<file path="config.mk">
export PLATFORM = sky130hd
export DESIGN_NAME = cpu_selftest_flat
export DESIGN_NICKNAME = d
export VERILOG_FILES = /design/src/rtl/cpu_selftest_pkg.sv /design/src/rtl/cpu_selftest_if.sv /design/src/rtl/selftest_checker.sv /design/src/rtl/cpu_selftest.sv /design/src/flat_wrapper.sv
export SDC_FILE = /design/constraint.sdc
export NUM_CORES = 1
export LEC_CHECK = 0
export CORE_AREA = 2 2 114 116
export DETAILED_ROUTE_END_ITERATION = 16
export DIE_AREA = 0 0 116 118
export MAX_ROUTING_LAYER = met4
export PLACE_DENSITY = 0.79
export SLEW_MARGIN = 20
export SYNTH_ARGS = -nofsm -noshare
export SYNTH_HDL_FRONTEND = slang
export SYNTH_SLANG_ARGS = --single-unit
</file>
<file path="constraint.sdc">
create_clock -name clock -period 4.9 [get_ports clock]
set_input_delay 0.98 -clock clock [delete_from_list [all_inputs] [get_ports clock]]
set_output_delay 0.98 -clock clock [all_outputs]
set_load 0.01 [all_outputs]
</file>
<file path="src/rtl/cpu_selftest_pkg.sv">
`default_nettype none
// ============================================================================
// Module   : cpu_selftest_pkg
// Purpose  : Shared types and constants for the CPU self-test sequencer:
//            sequencer state encoding, check-kind codes and HOLD length.
// Ports    : none (package)
// Revision : 1.0 - initial release
// ============================================================================
package cpu_selftest_pkg;

    typedef enum logic [2:0] {
        IDLE  = 3'd0,
        LOAD  = 3'd1,
        HOLD  = 3'd2,
        RUN   = 3'd3,
        CHECK = 3'd4,
        DONE  = 3'd5
    } state_t;

    localparam logic CHECK_REG   = 1'b0;
    localparam logic CHECK_MEM   = 1'b1;
    localparam int   HOLD_CYCLES = 2;

    // States in which a test sequence is in flight and start is ignored.
    function automatic logic state_is_busy(input state_t s);
        return (s == LOAD) || (s == HOLD) || (s == RUN) || (s == CHECK);
    endfunction

endpackage
`default_nettype wire

</file>
<file path="src/rtl/cpu_selftest_if.sv">
`default_nettype none
// ============================================================================
// Module   : cpu_selftest_if
// Purpose  : Bus bundle between the self-test sequencer and its environment:
//            program ROM read, instruction-memory write port, check-table
//            read and the combinational debug read ports of the CPU.
// Modports : master - sequencer side (drives addresses / write port)
//            slave  - environment side (returns ROM, table and debug data)
// Revision : 1.0 - initial release
// ============================================================================
interface cpu_selftest_if #(
    parameter int IMEM_AW = 8,
    parameter int CHK_W   = 4
);
    logic [IMEM_AW-1:0] prog_index;
    logic [31:0]        prog_word;
    logic               imem_we;
    logic [IMEM_AW-1:0] imem_waddr;
    logic [31:0]        imem_wdata;
    logic [CHK_W-1:0]   chk_index;
    logic               chk_kind;
    logic [31:0]        chk_addr;
    logic [31:0]        chk_expected;
    logic [4:0]         dbg_reg_addr;
    logic [31:0]        dbg_reg_data;
    logic [31:0]        dbg_mem_addr;
    logic [31:0]        dbg_mem_data;

    modport master (
        output prog_index, imem_we, imem_waddr, imem_wdata,
               chk_index, dbg_reg_addr, dbg_mem_addr,
        input  prog_word, chk_kind, chk_addr, chk_expected,
               dbg_reg_data, dbg_mem_data
    );

    modport slave (
        input  prog_index, imem_we, imem_waddr, imem_wdata,
               chk_index, dbg_reg_addr, dbg_mem_addr,
        output prog_word, chk_kind, chk_addr, chk_expected,
               dbg_reg_data, dbg_mem_data
    );
endinterface
`default_nettype wire

</file>
<file path="src/rtl/selftest_checker.sv">
`default_nettype none
// ============================================================================
// Module   : selftest_checker
// Purpose  : Compares one observed value per valid cycle against its expected
//            value; keeps a saturating mismatch count and captures the index
//            and observed value of the first mismatch.
// Ports    : clock, reset_n      - clock / async active-low reset
//            clear               - synchronous clear of all results
//            valid, index        - compare strobe and check-table index
//            expected, observed  - values under comparison
//            mismatch            - combinational compare result this cycle
//            fail_count, first_fail_index, first_fail_observed - results
// Revision : 1.0 - initial release
// ============================================================================
module selftest_checker
    import cpu_selftest_pkg::*;
#(
    parameter int CHK_W      = 4,
    parameter int NUM_CHECKS = 4
) (
    input  wire logic             clock,
    input  wire logic             reset_n,
    input  wire logic             clear,
    input  wire logic             valid,
    input  wire logic [CHK_W-1:0] index,
    input  wire logic [31:0]      expected,
    input  wire logic [31:0]      observed,
    output logic                  mismatch,
    output logic [CHK_W:0]        fail_count,
    output logic [CHK_W-1:0]      first_fail_index,
    output logic [31:0]           first_fail_observed
);

    localparam logic [CHK_W:0] c_fail_max = (CHK_W+1)'(NUM_CHECKS);
    localparam logic [CHK_W:0] c_one      = (CHK_W+1)'(1);

    logic [CHK_W:0]   r_fail_count;
    logic [CHK_W-1:0] r_first_idx;
    logic [31:0]      r_first_obs;

    assign mismatch = valid && (observed != expected);

    always_ff @(posedge clock or negedge reset_n) begin
        if (!reset_n) begin
            r_fail_count <= '0;
            r_first_idx  <= '0;
            r_first_obs  <= '0;
        end else if (clear) begin
            r_fail_count <= '0;
            r_first_idx  <= '0;
            r_first_obs  <= '0;
        end else if (mismatch) begin
            if (r_fail_count != c_fail_max) begin
                r_fail_count <= r_fail_count + c_one;
            end
            // A zero count means no earlier mismatch in this run.
            if (r_fail_count == '0) begin
                r_first_idx <= index;
                r_first_obs <= observed;
            end
        end
    end

    assign fail_count          = r_fail_count;
    assign first_fail_index    = r_first_idx;
    assign first_fail_observed = r_first_obs;

endmodule
`default_nettype wire

</file>
<file path="src/rtl/cpu_selftest.sv">
`default_nettype none
// ============================================================================
// Module   : cpu_selftest
// Purpose  : On-FPGA self-test sequencer for the MIPS core. Per start it
//            loads a program into instruction memory with the CPU in reset,
//            releases the CPU for RUN_CYCLES cycles, freezes it, then walks
//            the expected-value table through the debug read ports.
// Ports    : clock, reset_n  - clock / async active-low reset
//            start           - one-cycle request (IDLE or DONE only)
//            bus             - ROM / imem write / check table / debug reads
//            cpu_reset       - active-high reset to the CPU
//            busy, done, pass, fail_count, first_fail_index,
//            first_fail_observed - status and results
// Revision : 1.0 - initial release
// ============================================================================
module cpu_selftest
    import cpu_selftest_pkg::*;
#(
    parameter int NUM_INSTR  = 16,
    parameter int NUM_CHECKS = 4,
    parameter int RUN_CYCLES = 32,
    parameter int IMEM_AW    = 8,
    parameter int CHK_W      = 4
) (
    input  wire logic        clock,
    input  wire logic        reset_n,
    input  wire logic        start,
    cpu_selftest_if.master   bus,
    output logic             cpu_reset,
    output logic             busy,
    output logic             done,
    output logic             pass,
    output logic [CHK_W:0]   fail_count,
    output logic [CHK_W-1:0] first_fail_index,
    output logic [31:0]      first_fail_observed
);

    localparam int                 c_cnt_w      = $clog2(RUN_CYCLES + HOLD_CYCLES + 1);
    localparam logic [c_cnt_w-1:0] c_hold_last  = c_cnt_w'(HOLD_CYCLES - 1);
    localparam logic [c_cnt_w-1:0] c_run_last   = c_cnt_w'(RUN_CYCLES - 1);
    localparam logic [IMEM_AW-1:0] c_last_instr = IMEM_AW'(NUM_INSTR - 1);
    localparam logic [CHK_W-1:0]   c_last_check = CHK_W'(NUM_CHECKS - 1);

    state_t               r_state;
    state_t               w_next;
    logic [IMEM_AW-1:0]   r_load_idx;
    logic [c_cnt_w-1:0]   r_cnt;
    logic [CHK_W-1:0]     r_chk_idx;
    logic                 r_cpu_reset;
    logic                 r_busy;
    logic                 r_imem_we;
    logic                 r_done;
    logic                 r_pass;
    logic                 w_cpu_reset_nxt;
    logic                 w_busy_nxt;
    logic                 w_imem_we_nxt;
    logic                 w_done_nxt;
    logic                 w_start_ok;
    logic                 w_check_valid;
    logic                 w_mismatch;
    logic [31:0]          w_observed;

    assign w_start_ok    = start && ((r_state == IDLE) || (r_state == DONE));
    assign w_check_valid = (r_state == CHECK);

    // ---------------- state register (plus registered outputs/counters) ----
    always_ff @(posedge clock or negedge reset_n) begin
        if (!reset_n) begin
            r_state     <= IDLE;
            r_load_idx  <= '0;
            r_cnt       <= '0;
            r_chk_idx   <= '0;
            r_cpu_reset <= 1'b1;
            r_busy      <= 1'b0;
            r_imem_we   <= 1'b0;
            r_done      <= 1'b0;
            r_pass      <= 1'b0;
        end else begin
            r_state     <= w_next;
            r_cpu_reset <= w_cpu_reset_nxt;
            r_busy      <= w_busy_nxt;
            r_imem_we   <= w_imem_we_nxt;
            r_done      <= w_done_nxt;
            // Counters run while their state persists and restart at zero on
            // every state change, so each phase begins with index 0.
            r_load_idx  <= (r_state == LOAD && w_next == LOAD) ? r_load_idx + 1'b1 : '0;
            r_cnt       <= ((r_state == HOLD || r_state == RUN) && w_next == r_state)
                           ? r_cnt + 1'b1 : '0;
            r_chk_idx   <= (r_state == CHECK && w_next == CHECK) ? r_chk_idx + 1'b1 : '0;
            // The last compare lands on the same edge as DONE entry, so the
            // verdict folds in this cycle's mismatch rather than waiting.
            if (w_start_ok) begin
                r_pass <= 1'b0;
            end else if (r_state == CHECK && w_next == DONE) begin
                r_pass <= (fail_count == '0) && !w_mismatch;
            end
        end
    end

    // ---------------- next-state logic -------------------------------------
    always_comb begin
        w_next = r_state;
        case (r_state)
            IDLE, DONE: if (start)                      w_next = LOAD;
            LOAD:       if (r_load_idx == c_last_instr) w_next = HOLD;
            HOLD:       if (r_cnt == c_hold_last)       w_next = RUN;
            RUN:        if (r_cnt == c_run_last)        w_next = CHECK;
            CHECK:      if (r_chk_idx == c_last_check)  w_next = DONE;
            default:                                    w_next = IDLE;
        endcase
    end

    // ---------------- output logic (decoded from next state) ---------------
    always_comb begin
        w_cpu_reset_nxt = (w_next != RUN);
        w_busy_nxt      = state_is_busy(w_next);
        w_imem_we_nxt   = (w_next == LOAD);
        w_done_nxt      = (w_next == DONE);
    end

    // ---------------- bus mux paths ----------------------------------------
    assign bus.prog_index   = r_load_idx;
    assign bus.imem_we      = r_imem_we;
    assign bus.imem_waddr   = r_load_idx;
    assign bus.imem_wdata   = r_imem_we ? bus.prog_word : '0;
    assign bus.chk_index    = r_chk_idx;
    assign bus.dbg_reg_addr = (w_check_valid && bus.chk_kind == CHECK_REG) ? bus.chk_addr[4:0] : '0;
    assign bus.dbg_mem_addr = (w_check_valid && bus.chk_kind == CHECK_MEM) ? bus.chk_addr : '0;
    assign w_observed       = (bus.chk_kind == CHECK_MEM) ? bus.dbg_mem_data : bus.dbg_reg_data;

    selftest_checker #(
        .CHK_W      (CHK_W),
        .NUM_CHECKS (NUM_CHECKS)
    ) u_checker (
        .clock               (clock),
        .reset_n             (reset_n),
        .clear               (w_start_ok),
        .valid               (w_check_valid),
        .index               (r_chk_idx),
        .expected            (bus.chk_expected),
        .observed            (w_observed),
        .mismatch            (w_mismatch),
        .fail_count          (fail_count),
        .first_fail_index    (first_fail_index),
        .first_fail_observed (first_fail_observed)
    );

    assign cpu_reset = r_cpu_reset;
    assign busy      = r_busy;
    assign done      = r_done;
    assign pass      = r_pass;

endmodule
`default_nettype wire

</file>
<file path="src/flat_wrapper.sv">
// flat-port wrapper written by rule: the top's interface ports become plain ports
module cpu_selftest_flat import cpu_selftest_pkg::*;
#(
    parameter int NUM_INSTR  = 16,
    parameter int NUM_CHECKS = 4,
    parameter int RUN_CYCLES = 32,
    parameter int IMEM_AW    = 8,
    parameter int CHK_W      = 4
)
  (clock, reset_n, start, cpu_reset, busy, done, pass, fail_count, first_fail_index, first_fail_observed, bus_prog_index, bus_imem_we, bus_imem_waddr, bus_imem_wdata, bus_chk_index, bus_dbg_reg_addr, bus_dbg_mem_addr, bus_prog_word, bus_chk_kind, bus_chk_addr, bus_chk_expected, bus_dbg_reg_data, bus_dbg_mem_data);
  cpu_selftest_if #(.IMEM_AW(IMEM_AW), .CHK_W(CHK_W)) bus_i ();
  input  wire logic clock;
  input  wire logic reset_n;
  input  wire logic start;
  output logic cpu_reset;
  output logic busy;
  output logic done;
  output logic pass;
  output logic [CHK_W:0] fail_count;
  output logic [CHK_W-1:0] first_fail_index;
  output logic [31:0] first_fail_observed;
  output wire logic [$bits(bus_i.prog_index)-1:0] bus_prog_index;
  output wire logic [$bits(bus_i.imem_we)-1:0] bus_imem_we;
  output wire logic [$bits(bus_i.imem_waddr)-1:0] bus_imem_waddr;
  output wire logic [$bits(bus_i.imem_wdata)-1:0] bus_imem_wdata;
  output wire logic [$bits(bus_i.chk_index)-1:0] bus_chk_index;
  output wire logic [$bits(bus_i.dbg_reg_addr)-1:0] bus_dbg_reg_addr;
  output wire logic [$bits(bus_i.dbg_mem_addr)-1:0] bus_dbg_mem_addr;
  input wire logic [$bits(bus_i.prog_word)-1:0] bus_prog_word;
  input wire logic [$bits(bus_i.chk_kind)-1:0] bus_chk_kind;
  input wire logic [$bits(bus_i.chk_addr)-1:0] bus_chk_addr;
  input wire logic [$bits(bus_i.chk_expected)-1:0] bus_chk_expected;
  input wire logic [$bits(bus_i.dbg_reg_data)-1:0] bus_dbg_reg_data;
  input wire logic [$bits(bus_i.dbg_mem_data)-1:0] bus_dbg_mem_data;
  assign bus_prog_index = bus_i.prog_index;
  assign bus_imem_we = bus_i.imem_we;
  assign bus_imem_waddr = bus_i.imem_waddr;
  assign bus_imem_wdata = bus_i.imem_wdata;
  assign bus_chk_index = bus_i.chk_index;
  assign bus_dbg_reg_addr = bus_i.dbg_reg_addr;
  assign bus_dbg_mem_addr = bus_i.dbg_mem_addr;
  assign bus_i.prog_word = bus_prog_word;
  assign bus_i.chk_kind = bus_chk_kind;
  assign bus_i.chk_addr = bus_chk_addr;
  assign bus_i.chk_expected = bus_chk_expected;
  assign bus_i.dbg_reg_data = bus_dbg_reg_data;
  assign bus_i.dbg_mem_data = bus_dbg_mem_data;
  cpu_selftest #(.NUM_INSTR(NUM_INSTR), .NUM_CHECKS(NUM_CHECKS), .RUN_CYCLES(RUN_CYCLES), .IMEM_AW(IMEM_AW), .CHK_W(CHK_W)) u_core (.clock(clock), .reset_n(reset_n), .start(start), .bus(bus_i), .cpu_reset(cpu_reset), .busy(busy), .done(done), .pass(pass), .fail_count(fail_count), .first_fail_index(first_fail_index), .first_fail_observed(first_fail_observed));
endmodule
</file>
-- Word-level counts from Yosys, hierarchy flattened
Index checks and enable logic that the tools add are counted.
- output and inout port bits: 135
- logic and storage cells: 83
- register bits: 67
- input port bits: 164
- multiplexer cells: 24
- bitwise operators: 1
- reductions and logical operators: 24
- eq/ne operators: 18
- $add $sub $neg: 4
- operators by type and width (cell ; count):
    $mux W32 ; 6
    $ne A32 B32 Y1 ; 1
    $mux W5 ; 4
    $mux W4 ; 4
    $mux W3 ; 5
    $pmux W3 S5 ; 1
    $eq A3 B2 Y1 const B ; 4
    $eq A3 B3 Y1 const B ; 4
    $logic_and A1 B1 Y1 ; 9
    $add A8 B1 Y8 const B ; 1
    $eq A8 B4 Y1 const B ; 1
    $mux W8 ; 1
    $reduce_bool A2 Y1 ; 4
    $add A6 B1 Y6 const B ; 1
    $eq A3 B1 Y1 const B ; 2
    $eq A6 B1 Y1 const B ; 1
    $eq A6 B5 Y1 const B ; 1
    $mux W6 ; 1
    $add A5 B1 Y5 const B ; 1
    $logic_not A5 Y1 ; 1
    $logic_or A1 B1 Y1 ; 5
    $ne A5 B3 Y1 const B ; 1
    $add A4 B1 Y4 const B ; 1
    $eq A4 B2 Y1 const B ; 1
    8 further kinds ; 10

-- Longest topological paths before layout
Gate-level depths: netlist of run 1.
- word-level depth: 7
- gate-level depth with buffers: 11

-- Hierarchy
A second synthesis of run 1 with hierarchy kept.
- cell total of the unflattened synthesis: 431
- area, all modules: 4330.4 µm²
- by module, submodules not included (module ; sequential area each (µm²) ; cells an instance ; times used ; area each (µm²)):
    selftest_checker ; 1026.0 ; 193 ; 1 ; 2185.8
    cpu_selftest ; 651.9 ; 238 ; 1 ; 2144.6

-- Worst setup path after synthesis of run 1
No wires, ideal clock.
- path kind: in2reg
- start: input port bus_chk_kind
- end: register u_core.u_checker.r_first_obs[0], in the netlist u_core.u_checker.first_fail_observed[0]
- arrival time: 2758 ps
- cell stages on the path: 11
- library setup time: 131 ps
- path buffers: 4
- slack: 2011 ps
- cells stage by stage: buf_6 > buf_12 > mux2i_1 > xnor2_1 > nor4_1 > nand4_1 > nor2_2 > or4b_4 > buf_12 > buf_12 > mux2i_1
- longest elaborated chain between the ends: 5
- elaborated cells between the ends (all ways): 8
- those cells by class: eq/ne: 1; mux: 4; reduce/logical: 3
- ends and longest elaborated chain (item ; line ; RTL):
    from (decl) ; flat_wrapper.sv:30 ; input wire logic [$bits(bus_i.chk_kind)-1:0] bus_chk_kind;
    $mux W32 * ; cpu_selftest.sv:129 ; assign w_observed = (bus.chk_kind == CHECK_MEM) ? bus.dbg_mem_data : bus.dbg_reg_data;
    $ne A32 B32 Y1 ; selftest_checker.sv:41 ; assign mismatch = valid && (observed != expected);
    $logic_and A1 B1 Y1 ; selftest_checker.sv:41 ;
    $reduce_bool A2 Y1 (no line) ; n/a ;
    $reduce_and A2 Y1 (no line) ; n/a ;
    to (signal assigned) ; selftest_checker.sv:59 ; r_first_obs <= observed;
    to (decl) ; selftest_checker.sv:39 ; logic [31:0] r_first_obs;
Every way passes the cells marked *; elsewhere a longest branch is shown, timed or not. The select of a mux whose other input is x is not followed.
A chain may end at the register's enable or synchronous reset.

-- Final worst setup path of run 1
- start: input port bus_chk_kind
- end: register u_core.u_checker.r_first_obs[17], in the netlist u_core.u_checker.first_fail_observed[17]
The elaborated chain is that of the path after synthesis.

==> results.cfg, run 1 <==
[run_status]
outcome = complete, no violations

[power]
power.share.switching_pct = 29.9
clockPowerShare_pct = 30.7
p_seq_share_pct = 34.0
pwr-share-comb_pct = 35.3
p_leak_nw = 3.27
p_total_mw = 1.93
ir_drop_v = 0.000135
p_sw_mw = 0.578
pwr_density_cell_nw_per_um2 = 256
p_int_mw = 1.35

[synthesis]
synth.area.top_cells = dfrtp_1 (39%), mux2i_1 (16%), and2_1 (10%), xnor2_1 (8.0%), nand2_1 (3.9%)
yosysTopAreaCellShare_pct = 38.7
syn-cell-area_um2 = 4260
yosys_warnings = 0
synth-edff-count = 0
ys_types = 45
ys_async_sr_fraction_pct = 100
yosysMostFrequentCell = and2_1
ys_ff_latch = 67
synth_common_cells = and2_1 (69), mux2i_1 (67), dfrtp_1 (66), nand2_1 (44), xnor2_1 (39)
synthFlopType = dfrtp_1
syn_area_per_cell_um2 = 9.89
yosysSeqAreaShare_pct = 39.3
synthCells = 431
syn_nets = 601
synth_top_area_cell = dfrtp_1

[sta]
tightestPinTransition_ps = 834
drv_slew = 0
finalSetupViolations = 0
hold_viol_final = 0
fin_tns_setup_ps = 0
min_period_ps = 3790
fin_crit_sh_pct = 77.4
fin_ws_ps = 1110
rsz0062_at_grt = false
fin_worst_skew_ps = 6.80
max_freq_ghz = 0.264
slew_headroom_pct = 44.4

[layout]
area_delta_synth_final_pct = 76.7
utilization_pct = 60.7
drive_gt1_share_pct = 5.29
diodes = 0
final_nets = 884

[worst_setup_path]
critPathKind = in -> reg
crit_path_end_kind = flip-flop
crit_fanout = 36
arrival_ps = 4040
cp-start-kind = input port
worstPathRequired_ps = 5140
reg2reg_setup_slack_ps = 2470

[floorplanning]
core_um2 = 12400
die_w_um = 116
initial_core_util_pct = 34.3
fp-row-count = 41
fp.dieH_um = 118
die-area_um2 = 13700
boundaryPins = 299

[clock_network]
cts_max_level = 3
cts.path.max_buffers = 2
postCtsSetupBuffers = 0
clock-sinks = 67
ctsResizeCount = 0
hold_buffers = 0
cts_tree = done
clkLatencyLatePin_ps = 330
clock-root-buffer = clkbuf_16
clk_pin_slew_worst_paths_ps = 50
numCtsBuffers = 9

[worst_hold_path]
hp-class = reg -> reg

[routing]
initialDrtViolationCount = 89
ant_nets = 0
wl_um = 14500
drt_first_pass_iters = 5
vias = 4159
remaining_drc_errors = 0
avgViaCountPerCell = 4.67
wl_per_cell_um = 16.3

[place]
place_hpwl_um = 11900
dp_worst_setup_slack_ps = 734
gp_congestion = 0.890
numPortBuffers = 298

[global_routing]
globalRoute.totalOverflow = 0
grt_pass1_wl_um = 22300
antenna_found_initial = 0
grt_use_total_pct = 21.5
grt_max_degree = 68
grt_pass1_vias = 4358

[run]
maxCapViolCount = 0
-- routing by layer --
| layer | track usage [%] | up-vias | part of all wire [%] |
|---|---|---|---|
| met5 | - | - | 0 |
| met4 | 5.65 | 0 | 1.4 |
| met3 | 4.84 | 22 | 7.9 |
| met2 | 38.7 | 212 | 52 |
| met1 | 23.7 | 1938 | 38 |
| li1 | - | 1987 | - |
-- path summary, 6_finish.rpt --
check,cells after the start,start,endpoint
setup / recovery,9,bus_chk_kind,u_core.u_checker.first_fail_observed[17]
hold / removal,1,u_core.r_cnt[0],u_core.r_cnt[0]
setup reg to reg,7,u_core.r_state[1],u_core.r_cnt[0]
hold reg to reg,1,u_core.r_cnt[0],u_core.r_cnt[0]
max in group asynchronous,1,reset_n,u_core.u_checker.fail_count[2]
min in group asynchronous,1,reset_n,u_core.u_checker.first_fail_observed[8]
-- cells by family (layout without fill, tap and decap cells) --
logic type / Yosys count / in the layout / synth area share [%]
muxes: 71 / 71 / 17.0
adders and majority gates: 6 / 6 / 1.76
DFF: 67 / 67 / 39.3
xor gates and xnor gates: 44 / 44 / 9.04
buffers and inverters: 44 / 332 / 7.36
and+or+nand+nor: 183 / 183 / 23.1
AOI/OAI and AO/OA: 16 / 16 / 2.41
-- layout make-up --
class / count / area, um^2
Clock buffer: 10 / 239
Clock inverter: 6 / 41.3
Fill cell: 1045 / 4880
Inverter: 14 / 52.6
Multi-Input combinational cell: 320 / 2280
Sequential cell: 67 / 1680
Tap cell: 172 / 215
Timing Repair Buffer: 302 / 3030
-- registers in the layout, summed over array words and instances, names as in the netlist --
signal	count
u_core.bus.chk_index	4
u_core.bus.imem_waddr	8
u_core.bus.imem_we	1
u_core.busy	1
u_core.cpu_reset	1
u_core.done	1
u_core.pass	1
u_core.r_cnt	6
u_core.r_state	3
u_core.u_checker.fail_count	5
u_core.u_checker.first_fail_index	4
u_core.u_checker.first_fail_observed	32
-- power by group through the flow --
| stage | registers (mW) | logic (mW) | clock network [mW] |
|---|---|---|---|
| 2_1_floorplan | 0.641 | 0.319 | 0 |
| 3_3_place_gp | 0.662 | 0.669 | 0 |
| 3_5_place_dp | 0.668 | 0.675 | 0 |
| 4_1_cts | 0.658 | 0.678 | 0.610 |
| 5_1_grt | 0.669 | 0.738 | 0.636 |
| 6_report | 0.657 | 0.682 | 0.593 |
-- placed cells by master (no fill, tap or decap), types with 3 or more instances in the layout --
cell type	n
mux2i_1	67
buf_4	4
clkinvlp_4	3
nor2_1	29
o21ai_0	3
xnor2_1	39
nand2b_1	3
and2_1	69
xor2_1	5
ha_1	6
mux2i_2	4
nand3_1	10
nand2_1	44
a21oi_1	4
inv_1	14
dfrtp_1	66
nor4_1	8
clkdlybuf4s50_1	296
clkbuf_16	9
-- through the flow --
step | instance area [um^2] | std cells | hold slack [ps]
finish | 7530 | 891 | 503
global placement | 7230 | 874 | 471
global route | 7530 | 891 | 526
floorplan | 4260 | 431 | 457
CTS | 7510 | 890 | 506
detailed placement | 7230 | 874 | 498
-- worst max-delay path: stages --
cell     delay, ps
buf_2          600
buf_4          310
mux2i_1        290
xnor2_1         90
nor4_1         380
nand4_1        180
nor2_2         280
or4b_4         620
mux2i_1        270
No activity file was read; power rests on OpenSTA's default activity.
==> inputs of run 2 (changes only) <==
Settings changed: CORE_AREA 2 2 114 116 to not set, CORE_ASPECT_RATIO set to 1.4, CORE_UTILIZATION set to 32, DIE_AREA 0 0 116 118 to not set, PLACE_DENSITY 0.79 to 0.77.
Clock period 4.9 ns to 3.25 ns, I/O delays scaled along.
==> results.cfg, run 2 (same netlist as run 1, synthesis figures left out) <==
[layout]
final_cell_mix = clkdlybuf4s50_1 (296), and2_1 (69), mux2i_1 (67)
multi_input_area_um2 = 2280
largest_reg_flops = 32
ff_latch_area_um2 = 1680
nFillCells = 1099
diodes = 0
final_common_cell = clkdlybuf4s50_1
area_delta_synth_final_pct = 79.8
fin_cells = 904
final_nets = 891
drive_gt1_share_pct = 6.20

[clock_network]
cts_tree = done
cts.path.max_buffers = 2
postCtsSetupBuffers = 0
clkLatencyLatePin_ps = 320
clk_pin_slew_worst_paths_ps = 60
clock-sinks = 67
numCtsBuffers = 9
clock-root-buffer = clkbuf_16
cts_max_level = 3

[global_routing]
grt_use_met3_pct = 4.64
busiest_layer = met2
antenna_found_initial = 0
grt_use_total_pct = 21.1
globalRouteMet2Util_pct = 38.5
grt.met1_usage_pct = 22.3
globalRoute.totalOverflow = 0
grt_max_degree = 68
grt_pass1_wl_um = 22000
grt_pass1_vias = 4342

[worst_hold_path]
hp-class = in -> async

[floorplanning]
core_um2 = 12900
fp.dieH_um = 139
boundaryPins = 299
die-area_um2 = 13800
fp-row-count = 49
initial_core_util_pct = 33.0
die_w_um = 99.6

[routing]
ant_nets = 0
wl_um = 14000
drt_first_pass_iters = 4
avgViaCountPerCell = 4.65
initialDrtViolationCount = 132
remaining_drc_errors = 0
vias = 4203
wl_per_cell_um = 15.5

[power]
p_total_mw = 3.01
p_leak_nw = 3.35
ir_drop_v = 0.000241
pwr_density_cell_nw_per_um2 = 393

[place]
gp_congestion = 0.888
dp_cells = 887
numPortBuffers = 298
place_hpwl_um = 11500

[sta]
rsz0062_at_grt = false
tightestPinTransition_ps = 837
fin_tns_setup_ps = 0
max_freq_ghz = 0.324
hold_viol_final = 0
fin_worst_skew_ps = 4.04
fin_crit_sh_pct = 95.0
slew_headroom_pct = 44.2
drv_slew = 0
min_period_ps = 3090
finalSetupViolations = 0

[worst_setup_path]
worstPathRequired_ps = 2600
arrival_ps = 2440
cp-start-kind = flip-flop
critPathKind = reg -> out
r2r-start = u_core.r_state[1]
crit_fanout = 32
crit_path_end_kind = primary output
critPathLaunch = u_core.r_state[1]

[run]
maxCapViolCount = 0

[run_status]
outcome = complete, no violations
## run 2: power by group
| part | leakage [nW] | internal [mW] | total (mW) | switching (mW) |
|---|---|---|---|---|
| clock network | 0.152 | 0.638 | 0.992 | 0.355 |
| registers | 0.917 | 0.893 | 0.991 | 0.0985 |
| logic | 2.28 | 0.621 | 1.03 | 0.406 |
| total | 3.35 | 2.15 | 3.01 | 0.859 |
## run 2: final cells by class
type | instances | share of cell area, %
tap | 178 | 2.90
multi-input combinational | 320 | 29.8
timing repair buffer | 309 | 40.7
clock inverter | 5 | 0.783
sequential | 67 | 21.9
clock buffer | 11 | 3.30
inverter | 14 | 0.685
## run 2: worst paths after layout
check | cells past startpoint | endpoint | slack, ps
hold reg to reg | 1 | u_core.r_cnt[0] | 500
max in group asynchronous | 1 | u_core.u_checker.first_fail_observed[13] | 2280
setup / recovery | 6 | bus_dbg_mem_addr[24] | 160
min in group clock | 1 | u_core.r_cnt[0] | 500
hold / removal | 1 | u_core.bus.imem_waddr[3] | 430
setup reg to reg | 8 | u_core.r_cnt[2] | 680
## run 2: through the flow
stage	cell area [um^2]	utilization, %	hold slack (ps)	setup WS (ps)
floorplan	4260	-	354	691
global placement	7320	56.6	469	204
detailed placement	7320	56.6	490	162
CTS	7640	59.0	466	125
global route	7670	59.3	511	37.8
finish	7670	59.3	431	162
## run 2: critical path, cell delays in order (launching register included)
cell	delay [ps]
dfrtp_1	470
nand2b_1	210
or2_2	330
nor2_1	130
buf_6	210
and2_1	200
clkdlybuf4s50_1	550
## run 2: metal layers
metal	vias to the layer above	share of wire, %
li1	2003	-
met5	-	0
met3	19	6.7
met4	0	2.2
met1	1968	37
met2	213	54
## run 2: repair_timing
| item | in CTS | in global routing |
|---|---|---|
| endpoints found under the hold margin | 0 | 0 |
| resized for setup | 0 | 1 |
| endpoints found under the setup margin | 0 | 1 |
| hold buffers | 0 | 0 |
==> inputs of run 3 (changes only) <==
Settings changed: GPL_ROUTABILITY_DRIVEN set to 0.
==> results of run 3 <==
No change in the layout: final DEF, timing and power equal those of run 2.
